==> config.mk <==
export PLATFORM = sky130hd
export DESIGN_NAME = dmem_ctrl
export DESIGN_NICKNAME = d
export VERILOG_FILES = /design/src/rtl/dmem_ctrl.sv
export SDC_FILE = /design/constraint.sdc
export NUM_CORES = 1
export LEC_CHECK = 0
export ABC_CLOCK_PERIOD_IN_PS = 14700
export BUFFER_PORTS_ARGS = -buffer_cell sky130_fd_sc_hd__clkbuf_2
export CAP_MARGIN = 20
export CORE_AREA = 2 2 232 234
export DETAILED_ROUTE_END_ITERATION = 8
export DIE_AREA = 0 0 234 236
export MAX_ROUTING_LAYER = met4
export PLACE_DENSITY = 0.52
export SLEW_MARGIN = 20
export SYNTH_ARGS = -nofsm -noshare
export SYNTH_HDL_FRONTEND = slang
export SYNTH_SLANG_ARGS = --single-unit
==> constraint.sdc <==
create_clock -name clk -period 14.7 [get_ports clk]
set_input_delay 0.735 -clock clk [delete_from_list [all_inputs] [get_ports clk]]
set_output_delay 0.735 -clock clk [all_outputs]
set_load 0.01 [all_outputs]
==> src/rtl/dmem_ctrl.sv <==
// Round-robin arbiter and sub-word sequencer between the core (C) and debug (D)
// ports and the 64-bit word-addressed data RAM.
module dmem_ctrl #(
    parameter int MEM_WORDS = 1024
) (
    input  logic        clk,
    input  logic        rst,
    input  logic        c_req,
    input  logic        c_we,
    input  logic [2:0]  c_funct3,
    input  logic [63:0] c_addr,
    input  logic [63:0] c_wdata,
    output logic        c_gnt,
    output logic        c_done,
    output logic        c_err,
    output logic [63:0] c_rdata,
    input  logic        d_req,
    input  logic        d_we,
    input  logic [2:0]  d_funct3,
    input  logic [63:0] d_addr,
    input  logic [63:0] d_wdata,
    output logic        d_gnt,
    output logic        d_done,
    output logic        d_err,
    output logic [63:0] d_rdata,
    output logic        mem_we,
    output logic [63:0] mem_a,
    output logic [63:0] mem_wd,
    input  logic [63:0] mem_rd,
    output logic        busy
);

    typedef enum logic [1:0] {
        IDLE,
        ACCESS,
        RESP
    } state_t;

    localparam logic [63:0] ADDR_LIMIT = 64'(MEM_WORDS) << 3;

    state_t      r_state;
    state_t      w_stateNext;
    logic        r_rrLast;
    logic        r_owner;
    logic        r_we;
    logic [2:0]  r_funct3;
    logic [63:0] r_addr;
    logic [63:0] r_wdata;
    logic [63:0] r_cRdata;
    logic [63:0] r_dRdata;

    logic        w_grantC;
    logic        w_grantD;
    logic        w_misaligned;
    logic        w_err;
    logic [5:0]  w_shift;
    logic [63:0] w_lane;
    logic [63:0] w_loadData;
    logic [63:0] w_sizeMask;
    logic [63:0] w_laneMask;
    logic [63:0] w_merged;
    logic [63:0] w_result;

    // r_rrLast/r_owner encode the port as 0=C, 1=D; a tie goes to the port not served last.
    assign w_grantC = c_req && (!d_req || r_rrLast);
    assign w_grantD = d_req && !w_grantC;

    always_comb begin
        w_misaligned = 1'b0;
        case (r_funct3[1:0])
            2'b01:   w_misaligned = r_addr[0];
            2'b10:   w_misaligned = |r_addr[1:0];
            2'b11:   w_misaligned = |r_addr[2:0];
            default: w_misaligned = 1'b0;
        endcase
    end

    assign w_err = (r_funct3 == 3'b111) || (r_we && r_funct3[2]) || w_misaligned
                   || (r_addr >= ADDR_LIMIT);

    assign w_shift = {r_addr[2:0], 3'b000};
    assign w_lane  = mem_rd >> w_shift;

    always_comb begin
        w_loadData = 64'd0;
        w_sizeMask = 64'hFFFF_FFFF_FFFF_FFFF;
        case (r_funct3)
            3'b000:  w_loadData = {{56{w_lane[7]}}, w_lane[7:0]};
            3'b001:  w_loadData = {{48{w_lane[15]}}, w_lane[15:0]};
            3'b010:  w_loadData = {{32{w_lane[31]}}, w_lane[31:0]};
            3'b011:  w_loadData = w_lane;
            3'b100:  w_loadData = {56'd0, w_lane[7:0]};
            3'b101:  w_loadData = {48'd0, w_lane[15:0]};
            3'b110:  w_loadData = {32'd0, w_lane[31:0]};
            default: w_loadData = 64'd0;
        endcase
        case (r_funct3[1:0])
            2'b00:   w_sizeMask = 64'h0000_0000_0000_00FF;
            2'b01:   w_sizeMask = 64'h0000_0000_0000_FFFF;
            2'b10:   w_sizeMask = 64'h0000_0000_FFFF_FFFF;
            default: w_sizeMask = 64'hFFFF_FFFF_FFFF_FFFF;
        endcase
    end

    // Sub-word stores are a read-modify-write of the whole word within the single ACCESS cycle.
    assign w_laneMask = w_sizeMask << w_shift;
    assign w_merged   = (mem_rd & ~w_laneMask) | ((r_wdata << w_shift) & w_laneMask);
    assign w_result   = (r_we || w_err) ? 64'd0 : w_loadData;

    always_ff @(posedge clk or posedge rst) begin
        if (rst) begin
            r_state <= IDLE;
        end else begin
            r_state <= w_stateNext;
        end
    end

    // Outputs decode purely from state, so an async reset drops mem_we at once.
    always_comb begin
        w_stateNext = r_state;
        c_gnt       = 1'b0;
        d_gnt       = 1'b0;
        c_done      = 1'b0;
        d_done      = 1'b0;
        c_err       = 1'b0;
        d_err       = 1'b0;
        mem_we      = 1'b0;
        mem_wd      = 64'd0;
        busy        = (r_state != IDLE);
        case (r_state)
            IDLE: begin
                if (w_grantC || w_grantD) begin
                    w_stateNext = ACCESS;
                end
            end
            ACCESS: begin
                w_stateNext = RESP;
                c_gnt       = !r_owner;
                d_gnt       = r_owner;
                mem_we      = r_we && !w_err;
                mem_wd      = (r_we && !w_err) ? w_merged : 64'd0;
            end
            RESP: begin
                w_stateNext = IDLE;
                c_done      = !r_owner;
                d_done      = r_owner;
                c_err       = !r_owner && w_err;
                d_err       = r_owner && w_err;
            end
            default: w_stateNext = IDLE;
        endcase
    end

    assign mem_a   = {r_addr[63:3], 3'b000};
    assign c_rdata = r_cRdata;
    assign d_rdata = r_dRdata;

    always_ff @(posedge clk or posedge rst) begin
        if (rst) begin
            r_rrLast <= 1'b1;
            r_owner  <= 1'b0;
            r_we     <= 1'b0;
            r_funct3 <= 3'd0;
            r_addr   <= 64'd0;
            r_wdata  <= 64'd0;
            r_cRdata <= 64'd0;
            r_dRdata <= 64'd0;
        end else begin
            if (r_state == IDLE && (w_grantC || w_grantD)) begin
                r_rrLast <= w_grantD;
                r_owner  <= w_grantD;
                r_we     <= w_grantD ? d_we     : c_we;
                r_funct3 <= w_grantD ? d_funct3 : c_funct3;
                r_addr   <= w_grantD ? d_addr   : c_addr;
                r_wdata  <= w_grantD ? d_wdata  : c_wdata;
            end
            if (r_state == ACCESS) begin
                if (r_owner) begin
                    r_dRdata <= w_result;
                end else begin
                    r_cRdata <= w_result;
                end
            end
        end
    end

endmodule
Word-level counts from Yosys, hierarchy flattened --
Index checks and enable logic that the tools add are counted.
Word-level totals: register bits after elaboration 264, input port bits 332, output and inout bits 264
Operators by class: magnitude comparators 1, eq/ne operators 13, shifts and indexed selects 3, mux-type cells 19, bitwise logic cells 5, reduce and logical (&&, ||, !) cells 25
Operators with widths (number):
- 64-bit case mux with 7 select lines | 1
- 64-bit two-way mux | 5
- 64-bit case mux with 3 select lines | 1
- 64-bit AND | 2
- 64-bit by 6-bit left shift with 64-bit output | 2
- 64-bit by 14-bit greater-or-equal comparator with 1-bit output (second input constant) | 1
- 64-bit inverter | 1
- 64-bit OR | 1
- 64-bit by 6-bit right shift with 64-bit output | 1
- 3-bit == test (second input constant) | 4
- 1-bit two-way mux | 8
- 1-bit logical AND | 7
- 2-bit == test (second input constant) | 3
- 3-bit by 2-bit == test with 1-bit output (second input constant) | 2
- 1-bit logical OR | 6
- 2-bit by 1-bit == test with 1-bit output (second input constant) | 2
- 1-bit logical NOT | 4
- 2-bit logical NOT | 2
- 2-bit case mux with 2 select lines | 1
- 2-bit AND reduction | 2
- 3-bit by 1-bit == test with 1-bit output (second input constant) | 1
- 3-bit logical NOT | 1
- 3-bit two-way mux | 1
- 1-bit case mux with 3 select lines | 1
- other kinds (6) | 6

Longest topological paths before layout --
Gate-level depths: netlist of the first run.
word-level depth 8, gate-level depth with buffers 10

Worst setup path after synthesis of the first run --
No wires, ideal clock.
kind flip-flop to output port, start point register r_addr[2], end point output mem_wd[40], arrival 1914 ps, data required time 13965 ps, setup slack 12051 ps, stages on the path, launching flop included 10, buffers on the path 4, cell sequence dfrtp_1 > buf_2 > buf_6 > o21ai_0 > a21oi_1 > nor3_2 > nand4_1 > buf_2 > buf_2 > a211oi_1
Between the ends: longest elaborated chain between the ends 8, elaborated cells on any way between the ends 15
Ends and longest elaborated chain:
- start, declared | RTL line 47 | logic [63:0] r_addr;
- start signal, assigned | RTL line 174 | r_addr <= w_grantD ? d_addr : c_addr;
- branches (longest 6 deep; another with 64-bit by 14-bit greater-or-equal comparator with 1-bit output)
- 64-bit two-way mux (*) | RTL line 141 | mem_wd = (r_we && !w_err) ? w_merged : 64'd0;
- 64-bit two-way mux (*) | RTL line 130 | case (r_state)
- end, declared | RTL line 28 | output logic [63:0] mem_wd,
Mark *: on every way between the ends.

Final worst setup path of the first run --
start point register r_addr[1], end point output mem_wd[13]
Between the ends: longest elaborated chain between the ends 8, elaborated cells on any way between the ends 16
Ends and longest elaborated chain (RTL line):
- branches (longest 6 deep; another with 64-bit by 14-bit greater-or-equal comparator with 1-bit output)
- 64-bit two-way mux (*) | 141
- 64-bit two-way mux (*) | 130
Marked as above.

==> impl_summary.txt, run 1 <==
----------------------------------------------------
[Placement]
  Placer Congestion ... 1.01
  Number of port buffers ... 592
  Placed wire-length estimate after detailed placement ... 57900 µm

[Route]
  Count of vias placed by the detailed router ... 16000
  Number of DRC violations after detailed-routing iteration 0 ... 1554
  Initial DRT Pass Iterations ... 5
  Number of remaining DRC errors ... 0
  Average wire per cell in the routed design ... 25.9 µm
  Avg Vias per Cell ... 5.48
  Remaining antenna violation count ... 0
  Final routed wirelength across all metal layers ... 75200 µm

[Synth]
  Mean post-synth cell area ... 9.65 µm²
  Fraction of registers with async set or reset after synthesis ... 100%
  Sequential area share after synthesis ... 39.2%
  Xor/xnor share of the synthesized area ... 0%
  Mapped Cells ... 1746
  Fraction of the mapped netlist area in adder cells ... 0%
  Fraction of the mapped netlist area in compound gates ... approximately 18%
  Cell type with the highest aggregate area in the netlist ... sky130_fd_sc_hd__dfrtp_1
  Largest family of logic cells by synthesized area ... multiplexers
  Count of flip-flops with a built-in enable after synthesis ... 0
  Mux contribution to synthesized area ... 21.5%
  Post-Synth Simple-Gate Area ... 13.3%
  Share of Yosys cell area claimed by the top area cell type ... approximately two fifths
  Prevailing post-synth register cell ... sky130_fd_sc_hd__dfrtp_1
  Synth cell types ... 64
  Leading post-synthesis cells by cell area ... sky130_fd_sc_hd__dfrtp_1 39%, sky130_fd_sc_hd__mux2i_1 13%, sky130_fd_sc_hd__mux4_2 6.6%, sky130_fd_sc_hd__a21oi_1 5.1%, sky130_fd_sc_hd__nor2_1 5.1%
  Synthesis Warnings ... 0
  Flops & latches, synth ... 264
  Synth Cell Area ... around 0.017 mm²

[Finish]
  Layout overhead on the synthesized area ... 22.8%
  Count of nets after finishing ... 2517
  Fraction of layout instances using a drive strength above 1 ... 37.9%
  Final cell utilization of the core ... 39.0%
  Storage cell area ... 0.00662 mm²
  Most frequent cells in the layout ... 592 x sky130_fd_sc_hd__clkbuf_2, 260 x sky130_fd_sc_hd__dfrtp_1, 228 x sky130_fd_sc_hd__nor2_1, 212 x sky130_fd_sc_hd__mux2i_1, 199 x sky130_fd_sc_hd__nand2_1
  Most frequent standard cell in the layout excluding fill and tap cells ... sky130_fd_sc_hd__clkbuf_2
  Fill cell count ... 5447
  Area of the multi-input gates ... 0.00899 mm²

[Worst setup path]
  Largest stage delay on the critical path ... 0.87 ns
  Cell type of the slowest stage on the worst timing path ... sky130_fd_sc_hd__o21ai_0
  Arrival time of data at the critical path endpoint ... roughly 4.9 ns
  Required time reported for the critical path endpoint ... roughly 14 ns
  Maximum fanout along the worst path ... 74
  Most repeated library cell on the critical path ... sky130_fd_sc_hd__buf_4
  Startpoint type of the worst setup path ... flip-flop
  CP cell instances ... buf_4 > o21ai_0 > nand3_1 > nor3_2 > nand4_1 > buf_4 > a211oi_1 > clkbuf_2
  Worst setup path category ... reg -> out
  Setup crit end kind ... output port

[Global routing]
  First-pass GRT wire length ... 107000 µm
  Vias in the first global route ... 15600
  Grt met1 use ... 34.6%
  Remaining Overflow, GRT ... 0
  Grt met3 use ... under 10%
  Routing usage on met2 ... 44.5%
  Highest-utilization routing layer at the global route stage ... met2
  Maximum number of pins on one net before global-route repair ... 267
  Initial antenna violation count ... 6
  Total GRT Usage ... 27.3%

[Clock tree]
  Clock tree from TritonCTS ... yes
  Clk sinks ... 264
  Number of gates given a new drive strength after cts ... 0
  Setup Buffers After CTS ... 0
  Max Buffers Root-to-Sink ... 3
  Clock tree root driver cell ... sky130_fd_sc_hd__clkbuf_16
  Clock Latency Late Sink ... 0.59 ns
  # H-tree levels ... 1
  Clock Pin Slew Worst Setup and Hold Paths ... roughly 0.070 ns
  Hold-fix buffers, CTS ... 0
  Total clock buffers created by CTS ... 30

[Pwr]
  VDD IR max ... around 0.19 mV
  Leakage component of the power ... 0.00985 µW
  Power density over the cells ... 197 mW/mm²

[Timing]
  Time the final worst path needs with I/O delays and setup ... 5.59 ns
  Max frequency ... 179 MHz
  Period utilisation layout ... between 30% and 40%
  Final setup vio count ... 0
  Max Slew Vio Count ... 0
  Post-route worst hold slack ... between 0.3 and 0.4 ns
  Sum of negative setup slack ... 0 ns
  Unrepaired setup endpoints after global routing ... no
  Relative slew margins ... 22.8%
  Post-route clock skew ... between 0.02 and 0.025 ns
  Final hold vios ... 0
  Transition time at the pin with the least slew margin ... 1.15 ns

[Floorplanning]
  Number of cell rows ... 85
  Number of primary I/O pins ... ~600
  Core area ... 0.0531 mm²
  Die Wd ... 234 µm
  Initial Util ... 31.7%
  Die height ... 236 µm
  Overall die area ... 0.0552 mm²

[Outcome]
  Run status ... complete, no violations

[Run]
  Max-Cap Viols ... 0

[Worst hold path]
  Hold crit path type ... in -> async

----------------------------------------------------
## state kept, by name, summed over array words and instances, names as in the netlist
| name | count |
|---|---|
| c_rdata | 64 |
| r_state | 2 |
| r_we | 1 |
| r_addr | 64 |
| r_wdata | 64 |
| d_rdata | 64 |
| r_rrLast | 1 |
| r_funct3 | 3 |
| r_owner | 1 |
## worst max-delay path, delay by kind of cell (launching register included)
family	cells	cell delay [ns]
and+or+nand+nor	3	0.84
DFF	1	0.70
buffers and inverters	3	1.10
AOI/OAI and AO/OA	2	1.50
## path summary, 6_finish.rpt
kind | start | endpoint | slack, ns | depth (start not counted)
max | r_addr[1]$_DFFE_PP0P_ | mem_wd[13] | 9.11 | 8
min | rst | c_rdata[13]$_DFFE_PP0P_ | 0.35 | 2
max reg2reg | r_addr[0]$_DFFE_PP0P_ | c_rdata[48]$_DFFE_PP0P_ | 10.45 | 8
min reg2reg | d_rdata[7]$_DFFE_PP0P_ | d_rdata[7]$_DFFE_PP0P_ | 0.48 | 2
max in group asynchronous | rst | r_wdata[3]$_DFFE_PP0P_ | 12.89 | 3
min in group clk | c_req | r_rrLast$_DFFE_PP1P_ | 0.39 | 2
## power breakdown
part | total (µW) | internal [µW] | switching, µW | leakage, µW
sequential | 1250 | 931 | 322 | 0.00328
clock | 742 | 429 | 312 | 0.000470
combinational | 2090 | 786 | 1300 | 0.00610
total | 4080 | 2150 | 1940 | 0.00985
## metrics by stage
step                      setup WS, ns  area [µm²]  instances  power [µW]
after detailed placement          9.79       19700       2849        3320
after floorplan                   6.70       16800       1748        2700
after CTS                         9.14       20700       2904        4070
final                             9.11       20700       2910        4080
after global placement            9.80       19700       2849        3300
after global routing              8.94       20700       2910        4310
## area by class of cell
type	instances	area share [%]
multi-input cells	1260	43.5
flip-flops and latches	264	32.0
repair buffers	618	15.3
clock buffers	48	4.29
well taps	696	4.21
clock inverters	7	0.375
inverters	11	0.236
diodes	6	0.0726
## per-layer routing
metal / vias up / wire length (µm)
met3: 120 / 5450
li1: 7117 / -
met1: 7873 / 30500
met4: 0 / 2640
met5: - / 0
met2: 849 / 36700
## kinds of logic after synthesis
group,after synthesis
simple gates,520
compound gates,441
other cells,1
flops,264
buf+inv,224
mux,296
## cell usage after synthesis (all sizes together), types with 35 or more instances
| library cell | count |
|---|---|
| clkbuf | 65 |
| a211oi | 39 |
| nand2 | 201 |
| a21oi | 182 |
| dfrtp | 263 |
| mux2 | 35 |
| mux2i | 212 |
| mux4 | 49 |
| nor2 | 229 |
| buf | 148 |
| a22oi | 79 |
| o21ai | 61 |
(Power assumes the default switching activity.)
==> run 2: changes to the inputs <==
--- a/config.mk
+++ b/config.mk
@@ -5,14 +5,14 @@
 export SDC_FILE = /design/constraint.sdc
 export NUM_CORES = 1
 export LEC_CHECK = 0
-export ABC_CLOCK_PERIOD_IN_PS = 14700
+export ABC_CLOCK_PERIOD_IN_PS = 4950
 export BUFFER_PORTS_ARGS = -buffer_cell sky130_fd_sc_hd__clkbuf_2
 export CAP_MARGIN = 20
 export CORE_AREA = 2 2 232 234
 export DETAILED_ROUTE_END_ITERATION = 8
 export DIE_AREA = 0 0 234 236
 export MAX_ROUTING_LAYER = met4
-export PLACE_DENSITY = 0.52
+export PLACE_DENSITY = 0.54
 export SLEW_MARGIN = 20
 export SYNTH_ARGS = -nofsm -noshare
 export SYNTH_HDL_FRONTEND = slang
==> constraint.sdc (replaced) <==
create_clock -name clk -period 4.95 [get_ports clk]
set_input_delay 0.2475 -clock clk [delete_from_list [all_inputs] [get_ports clk]]
set_output_delay 0.2475 -clock clk [all_outputs]
set_load 0.01 [all_outputs]
==> impl_summary.txt, run 2 (synthesis results as in run 1) <==
----------------------------------------------------
[Worst setup path]
  Setup crit end kind ... output port (unchanged)
  Largest stage delay on the critical path ... 0.92 ns (was 0.87 ns)
  Critical register-to-register path startpoint ... r_addr[1]$_DFFE_PP0P_ (was r_addr[0]$_DFFE_PP0P_)
  Origin of the worst setup path ... r_addr[0]$_DFFE_PP0P_ (was r_addr[1]$_DFFE_PP0P_)
  Startpoint type of the worst setup path ... flip-flop (unchanged)
  Arrival time of data at the critical path endpoint ... 4.35 ns (was 4.85 ns)
  Worst setup path end ... mem_wd[62] (was mem_wd[13])
  Capturing point of the worst reg2reg path ... d_rdata[23]$_DFFE_PP0P_ (was c_rdata[48]$_DFFE_PP0P_)
  Maximum fanout along the worst path ... 49 (was 74)
  Cell type of the slowest stage on the worst timing path ... sky130_fd_sc_hd__nand4_1 (was sky130_fd_sc_hd__o21ai_0)
  Register-to-register path setup slack ... 1.42 ns (was 10.45 ns)
  Required time reported for the critical path endpoint ... 4.70 ns (was 13.97 ns)
  Worst setup path category ... reg -> out (unchanged)
  Worst reg2reg path depth ... 6 (was 8)
  CP cell instances ... inv_2 > a21oi_1 > nor3_2 > nand4_1 > a211oi_1 > clkbuf_2 (was buf_4 > o21ai_0 > nand3_1 > nor3_2 > nand4_1 > buf_4 > a211oi_1 > clkbuf_2)

[Global routing]
  Vias in the first global route ... 16800 (was 15600)
  Remaining Overflow, GRT ... 0 (unchanged)
  First-pass GRT wire length ... 115000 µm (was 107000 µm)
  Total GRT Usage ... 29.3% (was 27.3%)
  Maximum number of pins on one net before global-route repair ... 177 (was 267)
  Initial antenna violation count ... 2 (was 6)

[Finish]
  Post-route non-filler standard cell count ... 3123 (was 2910)
  Layout overhead on the synthesized area ... 36.2% (was 22.8%)
  Fill cell count ... 5181 (was 5447)
  Most frequent cells in the layout ... 592 x sky130_fd_sc_hd__clkbuf_2, 260 x sky130_fd_sc_hd__dfrtp_1, 228 x sky130_fd_sc_hd__nor2_1, 213 x sky130_fd_sc_hd__dlygate4sd3_1, 212 x sky130_fd_sc_hd__mux2i_1 (was 592 x sky130_fd_sc_hd__clkbuf_2, 260 x sky130_fd_sc_hd__dfrtp_1, 228 x sky130_fd_sc_hd__nor2_1, 212 x sky130_fd_sc_hd__mux2i_1, 199 x sky130_fd_sc_hd__nand2_1)
  Fraction of layout instances using a drive strength above 1 ... 34.8% (was 37.9%)
  Storage cell area ... 0.00662 mm² (unchanged)
  Area of the multi-input gates ... 0.00900 mm² (was 0.00899 mm²)
  Most frequent standard cell in the layout excluding fill and tap cells ... sky130_fd_sc_hd__clkbuf_2 (unchanged)
  Count of nets after finishing ... 2734 (was 2517)

[Placement]
  Cell count after placement ... 2852 (was 2849)
  Number of port buffers ... 592 (unchanged)
  Placer Congestion ... 0.968 (was 1.01)
  Post-place setup slack ... 1.06 ns (was 9.79 ns)
  Placed wire-length estimate after detailed placement ... 60200 µm (was 57900 µm)

[Pwr]
  Fraction of power consumed by combinational cells ... 52.9% (was 51.1%)
  Internal cell power ... 6660 µW (was 2150 µW)
  Sequential group share of total power ... 28.9% (was 30.7%)
  Leakage component of the power ... 0.0108 µW (was 0.00985 µW)
  Power density over the cells ... 557 mW/mm² (was 197 mW/mm²)
  Switching Power ... 6120 µW (was 1940 µW)
  Clock network fraction of design power ... 18.2% (about the same)
  VDD IR max ... 0.446 mV (was 0.186 mV)
  Net switching share of the total power ... 47.9% (was 47.4%)

[Clock tree]
  Clock tree from TritonCTS ... yes (unchanged)
  Clock Pin Slew Worst Setup and Hold Paths ... 0.07 ns (about the same)
  Max Buffers Root-to-Sink ... 3 (unchanged)
  Total clock buffers created by CTS ... 31 (was 30)
  Clock Latency Late Sink ... 0.60 ns (was 0.59 ns)
  # H-tree levels ... 1 (unchanged)
  Clk sinks ... 264 (unchanged)
  Clock tree root driver cell ... sky130_fd_sc_hd__clkbuf_16 (unchanged)

[Timing]
  Transition time at the pin with the least slew margin ... 1.10 ns (was 1.15 ns)
  Time the final worst path needs with I/O delays and setup ... 4.60 ns
  Max Slew Vio Count ... 0 (unchanged)
  Relative slew margins ... 26.4% (was 22.8%)
  Setup WS post-layout ... 0.353 ns (was 9.11 ns)
  Period utilisation layout ... 92.9%
  Sum of negative setup slack ... 0 ns (unchanged)
  Unrepaired setup endpoints after global routing ... no (unchanged)
  Post-route clock skew ... 0.0182 ns (was 0.0245 ns)
  Final setup vio count ... 0 (unchanged)
  Final hold vios ... 0 (unchanged)
  Max frequency ... 218 MHz

[Route]
  Remaining antenna violation count ... 0 (unchanged)
  Number of DRC violations after detailed-routing iteration 0 ... 1340 (was 1554)
  Avg Vias per Cell ... 5.41 (was 5.48)
  Average wire per cell in the routed design ... 25.9 µm (about the same)
  Count of vias placed by the detailed router ... 16900 (was 16000)
  Final routed wirelength across all metal layers ... 80800 µm (was 75200 µm)
  Initial DRT Pass Iterations ... 5 (unchanged)
  Number of remaining DRC errors ... 0 (unchanged)

[Floorplanning]
  Die height ... 236 µm (unchanged)
  Number of primary I/O pins ... 596 (unchanged)
  Number of cell rows ... 85 (unchanged)
  Core area ... 0.0531 mm² (unchanged)
  Initial Util ... 31.7% (unchanged)
  Die Wd ... 234 µm (unchanged)
  Overall die area ... 0.0552 mm² (unchanged)

[Run]
  Max-Cap Viols ... 0 (unchanged)

[Outcome]
  Run status ... complete, no violations (unchanged)

[Worst hold path]
  Hold crit path type ... in -> reg (was in -> async)
  Startpoint of the most critical hold path ... c_addr[2]

----------------------------------------------------
## run 2: timing repair
action | 4_1_cts | 5_1_grt
setup buffers | 0 | 0
hold buffers | 213 | 0
endpoints found under the hold margin | 373 | 0
resized for setup | 0 | 0
## run 2: area by class of cell
class                           count  area share (%)
Inverter                           11           0.196
Multi-Input combinational cell   1260            39.2
Antenna cell                        1          0.0109
Clock inverter                      8           0.387
Clock buffer                       49            4.07
Sequential cell                   264            28.8
Timing Repair Buffer              834            23.5
Tap cell                          696            3.80
## run 2: critical path: cells and delay by family (launching register included)
kind,cells,cell delay (ns)
buf+inv,2,0.70
compound gates,2,1.03
flops,1,0.71
simple gates,2,1.30
## run 2: through the flow
stage          util, %  instance area [µm²]  hold slack, ns  total power [µW]
3_5_place_dp      37.3                19800           0.467             10100
3_3_place_gp      37.2                19800           0.465             10100
4_1_cts           43.2                22900        0.000199             12700
2_1_floorplan        -                16900           0.317              8020
6_report          43.2                22900          0.0290             12800
5_1_grt           43.2                22900          0.0291             13400
## run 2: power by group through the flow
stage                     clock network (µW)  logic [µW]  registers, µW
after floorplan                            0        4840           3180
after global placement                     0        6410           3690
after global routing                    2470        7160           3770
after detailed placement                   0        6420           3710
final                                   2320        6760           3700
after CTS                               2390        6680           3680
## run 2: worst min path at each step
| stage | slack [ns] | cells past startpoint | end |
|---|---|---|---|
| floorplan | 0.32 | 1 | r_rrLast$_DFFE_PP1P_ |
| global placement | 0.46 | 2 | d_rdata[31]$_DFFE_PP0P_ |
| detailed placement | 0.47 | 2 | d_rdata[7]$_DFFE_PP0P_ |
| CTS | 0.0002 | 3 | r_addr[22]$_DFFE_PP0P_ |
| global route | 0.03 | 3 | r_wdata[30]$_DFFE_PP0P_ |
| finish | 0.03 | 3 | r_addr[2]$_DFFE_PP0P_ |
## run 2: routing by layer
layer  part of all wire [%]  routed length (µm)  global-route usage [%]  vias up
met1                     41               33000                    36.3     8347
met2                     48               39000                    48.4      827
met4                    4.5                3650                    11.4        0
met5                      0                   0                       -        -
met3                    6.5                5220                    3.93      149
li1                       -                   -                       -     7558
